<file path="src/rtl/tcp_pkg.sv">
// Shared TCP offload types and widths used by the retransmit event table
// and its neighbours in the RX/TX pipelines.
`ifndef ACK_NUM_W
`define ACK_NUM_W 32
`endif

package tcp_pkg;

    localparam int unsigned TIMESTAMP_W       = 64;
    localparam int unsigned DUP_ACK_CNT_W     = 4;
    localparam int unsigned RT_TIMEOUT_CYCLES = 1250000000;
    localparam int unsigned ACK_NUM_W         = `ACK_NUM_W;
    localparam int unsigned RT_FLOWID_W       = 8;

    typedef enum logic {
        RT_EVT_TIMEOUT = 1'b0,
        RT_EVT_FAST    = 1'b1
    } rt_evt_e;

    typedef struct packed {
        logic [TIMESTAMP_W-1:0]   deadline;
        logic                     armed;
        logic                     fast_pending;
        logic [ACK_NUM_W-1:0]     last_ack;
        logic [DUP_ACK_CNT_W-1:0] dup_cnt;
    } rt_flow_state_t;

    typedef struct packed {
        logic [RT_FLOWID_W-1:0] flowid;
        rt_evt_e                evt_type;
    } rt_evt_t;

endpackage

</file>
<file path="src/rtl/tcp_rt_event_table.sv">
// Per-flow retransmit timers and duplicate-ACK counters with a round-robin
// scanner that hands timeout / fast-retransmit events to the TX scheduler.
module tcp_rt_event_table
    import tcp_pkg::*;
#(
    parameter int unsigned NUM_FLOWS      = 4,
    parameter int unsigned FLOWID_W       = $clog2(NUM_FLOWS),
    parameter int unsigned TIMEOUT_CYCLES = RT_TIMEOUT_CYCLES,
    parameter int unsigned DUP_ACK_THRESH = 3,
    parameter int unsigned ACK_W          = `ACK_NUM_W,
    parameter logic [TIMESTAMP_W-1:0] NOW_RST_VAL = '0
) (
    input  logic                clk,
    input  logic                rst_n,
    input  logic                arm_val,
    input  logic [FLOWID_W-1:0] arm_flowid,
    input  logic                disarm_val,
    input  logic [FLOWID_W-1:0] disarm_flowid,
    input  logic                ack_val,
    input  logic [FLOWID_W-1:0] ack_flowid,
    input  logic [ACK_W-1:0]    ack_num,
    output logic                evt_val,
    output logic [FLOWID_W-1:0] evt_flowid,
    output logic                evt_type,
    input  logic                evt_rdy
);

    typedef enum logic {
        ST_SCAN = 1'b0,
        ST_HOLD = 1'b1
    } scan_state_e;

    scan_state_e                state_q, state_d;
    logic [FLOWID_W-1:0]        ptr_q, ptr_d, ptr_inc;
    logic [TIMESTAMP_W-1:0]     now_q;
    logic [TIMESTAMP_W-1:0]     deadline_q [NUM_FLOWS];
    logic [ACK_W-1:0]           last_ack_q [NUM_FLOWS];
    logic [DUP_ACK_CNT_W-1:0]   dup_cnt_q  [NUM_FLOWS];
    logic [NUM_FLOWS-1:0]       armed_q, fast_q, fast_set;
    logic [TIMESTAMP_W-1:0]     age;
    logic                       arm_ok, dis_ok, ack_ok;
    logic                       arm_hit, dis_hit, cur_expired;
    logic                       load_fast, load_to;

    // Out-of-range ids are dropped; a same-flow arm overrides a disarm.
    assign arm_ok  = arm_val && (32'(arm_flowid) < NUM_FLOWS);
    assign dis_ok  = disarm_val && (32'(disarm_flowid) < NUM_FLOWS)
                     && !(arm_ok && (disarm_flowid == arm_flowid));
    assign ack_ok  = ack_val && (32'(ack_flowid) < NUM_FLOWS);
    assign arm_hit = arm_ok && (arm_flowid == ptr_q);
    assign dis_hit = dis_ok && (disarm_flowid == ptr_q);

    // Wrap-safe expiry: elapsed time since the deadline is non-negative.
    assign age         = now_q - deadline_q[ptr_q];
    assign cur_expired = armed_q[ptr_q] && !age[TIMESTAMP_W-1];
    assign ptr_inc     = (32'(ptr_q) == NUM_FLOWS - 1) ? '0 : ptr_q + FLOWID_W'(1);

    always_comb begin
        state_d   = state_q;
        ptr_d     = ptr_q;
        load_fast = 1'b0;
        load_to   = 1'b0;
        unique case (state_q)
            ST_SCAN: begin
                if (fast_q[ptr_q] && !dis_hit) begin
                    load_fast = 1'b1;
                    state_d   = ST_HOLD;
                end else if (cur_expired && !arm_hit && !dis_hit) begin
                    load_to = 1'b1;
                    state_d = ST_HOLD;
                end else begin
                    ptr_d = ptr_inc;
                end
            end
            ST_HOLD: begin
                if (evt_rdy) begin
                    state_d = ST_SCAN;
                    ptr_d   = ptr_inc;
                end
            end
        endcase
    end

    // Fast-retransmit fires on the increment that lands exactly on the threshold.
    always_comb begin
        fast_set = '0;
        for (int unsigned f = 0; f < NUM_FLOWS; f++) begin
            fast_set[f] = ack_ok && (32'(ack_flowid) == f)
                          && (ack_num == last_ack_q[f])
                          && (dup_cnt_q[f] != '1)
                          && ((32'(dup_cnt_q[f]) + 32'd1) == DUP_ACK_THRESH);
        end
    end

    always_ff @(posedge clk or negedge rst_n) begin
        if (!rst_n) begin
            state_q    <= ST_SCAN;
            ptr_q      <= '0;
            now_q      <= NOW_RST_VAL;
            evt_val    <= 1'b0;
            evt_flowid <= '0;
            evt_type   <= 1'b0;
        end else begin
            state_q <= state_d;
            ptr_q   <= ptr_d;
            now_q   <= now_q + TIMESTAMP_W'(1);
            if (load_fast || load_to) begin
                evt_val    <= 1'b1;
                evt_flowid <= ptr_q;
                evt_type   <= load_fast ? RT_EVT_FAST : RT_EVT_TIMEOUT;
            end else if ((state_q == ST_HOLD) && evt_rdy) begin
                evt_val <= 1'b0;
            end
        end
    end

    always_ff @(posedge clk or negedge rst_n) begin
        if (!rst_n) begin
            armed_q <= '0;
            fast_q  <= '0;
            for (int unsigned f = 0; f < NUM_FLOWS; f++) begin
                deadline_q[f] <= '0;
                last_ack_q[f] <= '0;
                dup_cnt_q[f]  <= '0;
            end
        end else begin
            for (int unsigned f = 0; f < NUM_FLOWS; f++) begin
                if (arm_ok && (32'(arm_flowid) == f)) begin
                    deadline_q[f] <= now_q + TIMESTAMP_W'(TIMEOUT_CYCLES);
                    armed_q[f]    <= 1'b1;
                end else if ((dis_ok && (32'(disarm_flowid) == f))
                             || (load_to && (32'(ptr_q) == f))) begin
                    armed_q[f] <= 1'b0;
                end

                // A fresh threshold crossing wins over a same-cycle clear.
                if (fast_set[f]) begin
                    fast_q[f] <= 1'b1;
                end else if ((dis_ok && (32'(disarm_flowid) == f))
                             || (load_fast && (32'(ptr_q) == f))) begin
                    fast_q[f] <= 1'b0;
                end

                if (ack_ok && (32'(ack_flowid) == f)) begin
                    if (ack_num == last_ack_q[f]) begin
                        if (dup_cnt_q[f] != '1) begin
                            dup_cnt_q[f] <= dup_cnt_q[f] + DUP_ACK_CNT_W'(1);
                        end
                    end else begin
                        last_ack_q[f] <= ack_num;
                        dup_cnt_q[f]  <= '0;
                    end
                end
            end
        end
    end

endmodule

</file>
<file path="config.mk">
export PLATFORM = sky130hd
export DESIGN_NAME = tcp_rt_event_table
export DESIGN_NICKNAME = d
export VERILOG_FILES = /design/src/rtl/tcp_pkg.sv /design/src/rtl/tcp_rt_event_table.sv
export SDC_FILE = /design/constraint.sdc
export NUM_CORES = 1
export LEC_CHECK = 0
export CAP_MARGIN = 20
export CORE_ASPECT_RATIO = 1.75
export CORE_UTILIZATION = 35
export CTS_CLUSTER_DIAMETER = 80
export CTS_CLUSTER_SIZE = 10
export DETAILED_ROUTE_END_ITERATION = 8
export PLACE_DENSITY = 0.61
export SLEW_MARGIN = 5
export SYNTH_ARGS = -nofsm -noshare
export SYNTH_HDL_FRONTEND = slang
export SYNTH_SLANG_ARGS = --single-unit
</file>
<file path="constraint.sdc">
create_clock -name clk -period 10.75 [get_ports clk]
set_clock_uncertainty 0.05 [all_clocks]
set_input_delay 1.075 -clock clk [delete_from_list [all_inputs] [get_ports clk]]
set_output_delay 1.075 -clock clk [all_outputs]
set_load 0.005 [all_outputs]
</file>
==> impl_metrics.tcl <==
set metrics [dict create \
    postRouteWirelength_mm 57.0 \
    drt_iter0_drc 797 \
    synth_nets 2334 \
    drc 0 \
    clock.fmax_ghz 0.198 \
    ys_seq_area_share_pct 49.5 \
    fillers 6553 \
    ir_worst_vdd_mv 0.167 \
    required_ps 11180 \
    status "completed" \
    drive_gt1_share_pct 15.6 \
    rsz0062_at_grt "false" \
    ys.flop_type "dfrtp_1" \
    period_needed_ps 5060 \
    syn_area_sq_um 24200 \
    dp.final_hpwl_mm 39.2 \
    finalInstanceArea_sq_um 27000 \
    die_w_um 201 \
    viasPerCell 5.17 \
    initial_core_util_pct 35.3 \
    path_clk_slew_ps 60 \
    grt_usage_pct 16.6 \
    nNetsFinal 2312 \
    final.setup.tns_ps 0 \
    relSlewSlack_pct 28.5 \
    cts.htree.levels 2 \
    p_per_area_nw_per_um2 163 \
    place_area_sq_um 25400 \
    area_growth_pct 11.4 \
    diodes 0 \
    cts_tree "done" \
    critical_path_class "flip-flop to flip-flop" \
    synth.avg_cell_area_sq_um 10.9 \
    yosys.area.top_type_share_pct 49.5 \
    leakage_uw 0.0117 \
    cts-resized-gates 0 \
    final_max_slew_viol_count 0 \
    dr.pass1.iters 5 \
    startpoint_type "flip-flop" \
    gp_congestion 0.836 \
    post_cts_buffers 0 \
    hp-start "deadline_q[198]" \
    fp-row-count 127 \
    cts_sinks 479 \
    synth_warnings 0 \
    ys_async_sr_fraction_pct 100 \
    syn_inst 2214 \
    clockBufferDepth 3 \
    grt_overflow 0 \
    io_buffers 47 \
    end_kind "flip-flop" \
    reg2reg_from "ptr_q[0]" \
    grt_max_degree 130 \
    ys_ff_latch 479 \
    worstMarginPinSlew_ps 1060 \
    vias 16000 \
    power.total_uw 4400 \
    clk_latency_ps 610 \
    routedWlPerCell_um 18.4 \
    hold_slack_ps 421 \
    die_h_um 350 \
    rrSetupSlack_ps 5690 \
    yosys-top-cells-area "dfrtp_1, mux2_2, xor2_1" \
    final_hold_viol_count 0 \
    ys_types 68 \
    pre_cts_ws_ps 5590 \
    fin_ws_ps 5690 \
    hold_buffers 0 \
    coreArea_sq_um 68500 \
    ant_nets 0 \
    crit_fanout 44 \
    grt_antenna_before_repair 0 \
    synth_top_area_cell "dfrtp_1" \
    synth_edf_count 0 \
    dieArea_sq_um 70200 \
    grt_pass1_wl_mm 92.6 \
    hold_class "flip-flop to flip-flop" \
    io_pins 48 \
    maxCapViolations 0 \
    first_global_vias 17100 \
    clock-root-buffer "clkbuf_16" \
    fin_crit_sh_pct 47.1 \
    cts_buffers 54 \
    setup_viol 0 \
    crit_start "ptr_q[0]" \
    crit_arrival_ps 5500 \
]
## critical path, stage by stage, from the launching register on
cell     delay, ps
dfrtp_4        850
buf_4          800
mux4_2         610
inv_1           80
ha_1           160
nand4_1        190
nor4_1         580
buf_4          240
nand3_1         70
o22ai_1        170
a31oi_1         90
and3_1         270
nor4_2         340
mux2_2         380
## layer usage
metal  GRT usage, %  up-vias  wire length, um
met1           18.5     8065            22600
met5              0        -                0
li1               -     7557                -
met3           2.29      122             1770
met4           6.84        0             2100
met2           31.3      289            30500
## where the power goes
group	internal (uW)	leakage, uW	switching (uW)
Sequential	1950	0.00623	141
Combinational	322	0.00471	338
Clock	954	0.000725	700
## final timing paths
path / end / cells after the start
worst max-delay path: ptr_q[0] / 13
worst min-delay path: deadline_q[198] / 2
worst max register to register: ptr_q[0] / 13
worst min register to register: deadline_q[198] / 2
max in group asynchronous: ptr_q[0] / 3
min in group asynchronous: deadline_q[208] / 1
## synthesized netlist by cell type, drive strengths merged, types with 3 or more instances
cell,n
a21o,10
dfrtp,479
and2,7
ha,76
nand4,43
nand2b,7
o21ai,263
and4,5
nor4,41
nand2,341
a211oi,7
inv,77
nor3,11
a31oi,3
xor2,191
o31ai,4
buf,32
nand3,65
clkbuf,110
mux2,155
nor2b,5
nor2,55
a2bb2oi,4
or2,3
mux4,65
xnor2,59
and3,20
or3,4
a211o,4
o22ai,5
o21a,6
a21oi,32
## metrics by stage
stage | instances | util (%)
3_5_place_dp | 3037 | 37.1
3_3_place_gp | 3036 | 37.1
6_report | 3100 | 39.4
2_1_floorplan | 2214 | -
4_1_cts | 3098 | 39.3
5_1_grt | 3100 | 39.4
## logic make-up (layout without fill, tap and decap cells)
kind of cell	after synthesis	count (layout)	share of synthesized area, %
DFF	479	479	49.5
muxes	220	220	13.3
buffers and inverters	219	202	3.62
xor gates and xnor gates	250	250	9.48
adders and majority gates	76	76	3.93
AOI/OAI and AO/OA	354	354	8.14
and+or+nand+nor	616	616	12.0
## state kept, by name, indices dropped and copies added, names as in the netlist
register    cells
now_q          64
evt_flowid      2
evt_type        1
last_ack_q    128
state_q         1
armed_q         4
dup_cnt_q      16
fast_q          4
deadline_q    256
evt_val         1
ptr_q           2
## placed cells by master (no fill, tap or decap), drive strengths merged, types with 7 or more instances in the layout
cell and instances:
nand3 65, mux2 155, buf 18, nor3 11, xnor2 59, o21ai 263, nor2 55, nand2b 7
nor4 41, clkdlybuf4s50 46, xor2 191, ha 76, a211oi 7, and2 7, nand2 341, clkbuf 59
nand4 43, and3 20, inv 77, a21oi 32, dfrtp 479, a21o 10, mux4 65
## layout make-up
class	instances	area, sq um	share of cell area (%)
Sequential cell	479	12000	44.5
Multi-Input combinational cell	1516	11400	42.2
Clock buffer	59	1440	5.36
Tap cell	903	1130	4.19
Timing Repair Buffer	64	676	2.51
Inverter	77	289	1.07
Clock inverter	2	37.5	0.139
Note: power is estimated with default switching activity, not from simulation.
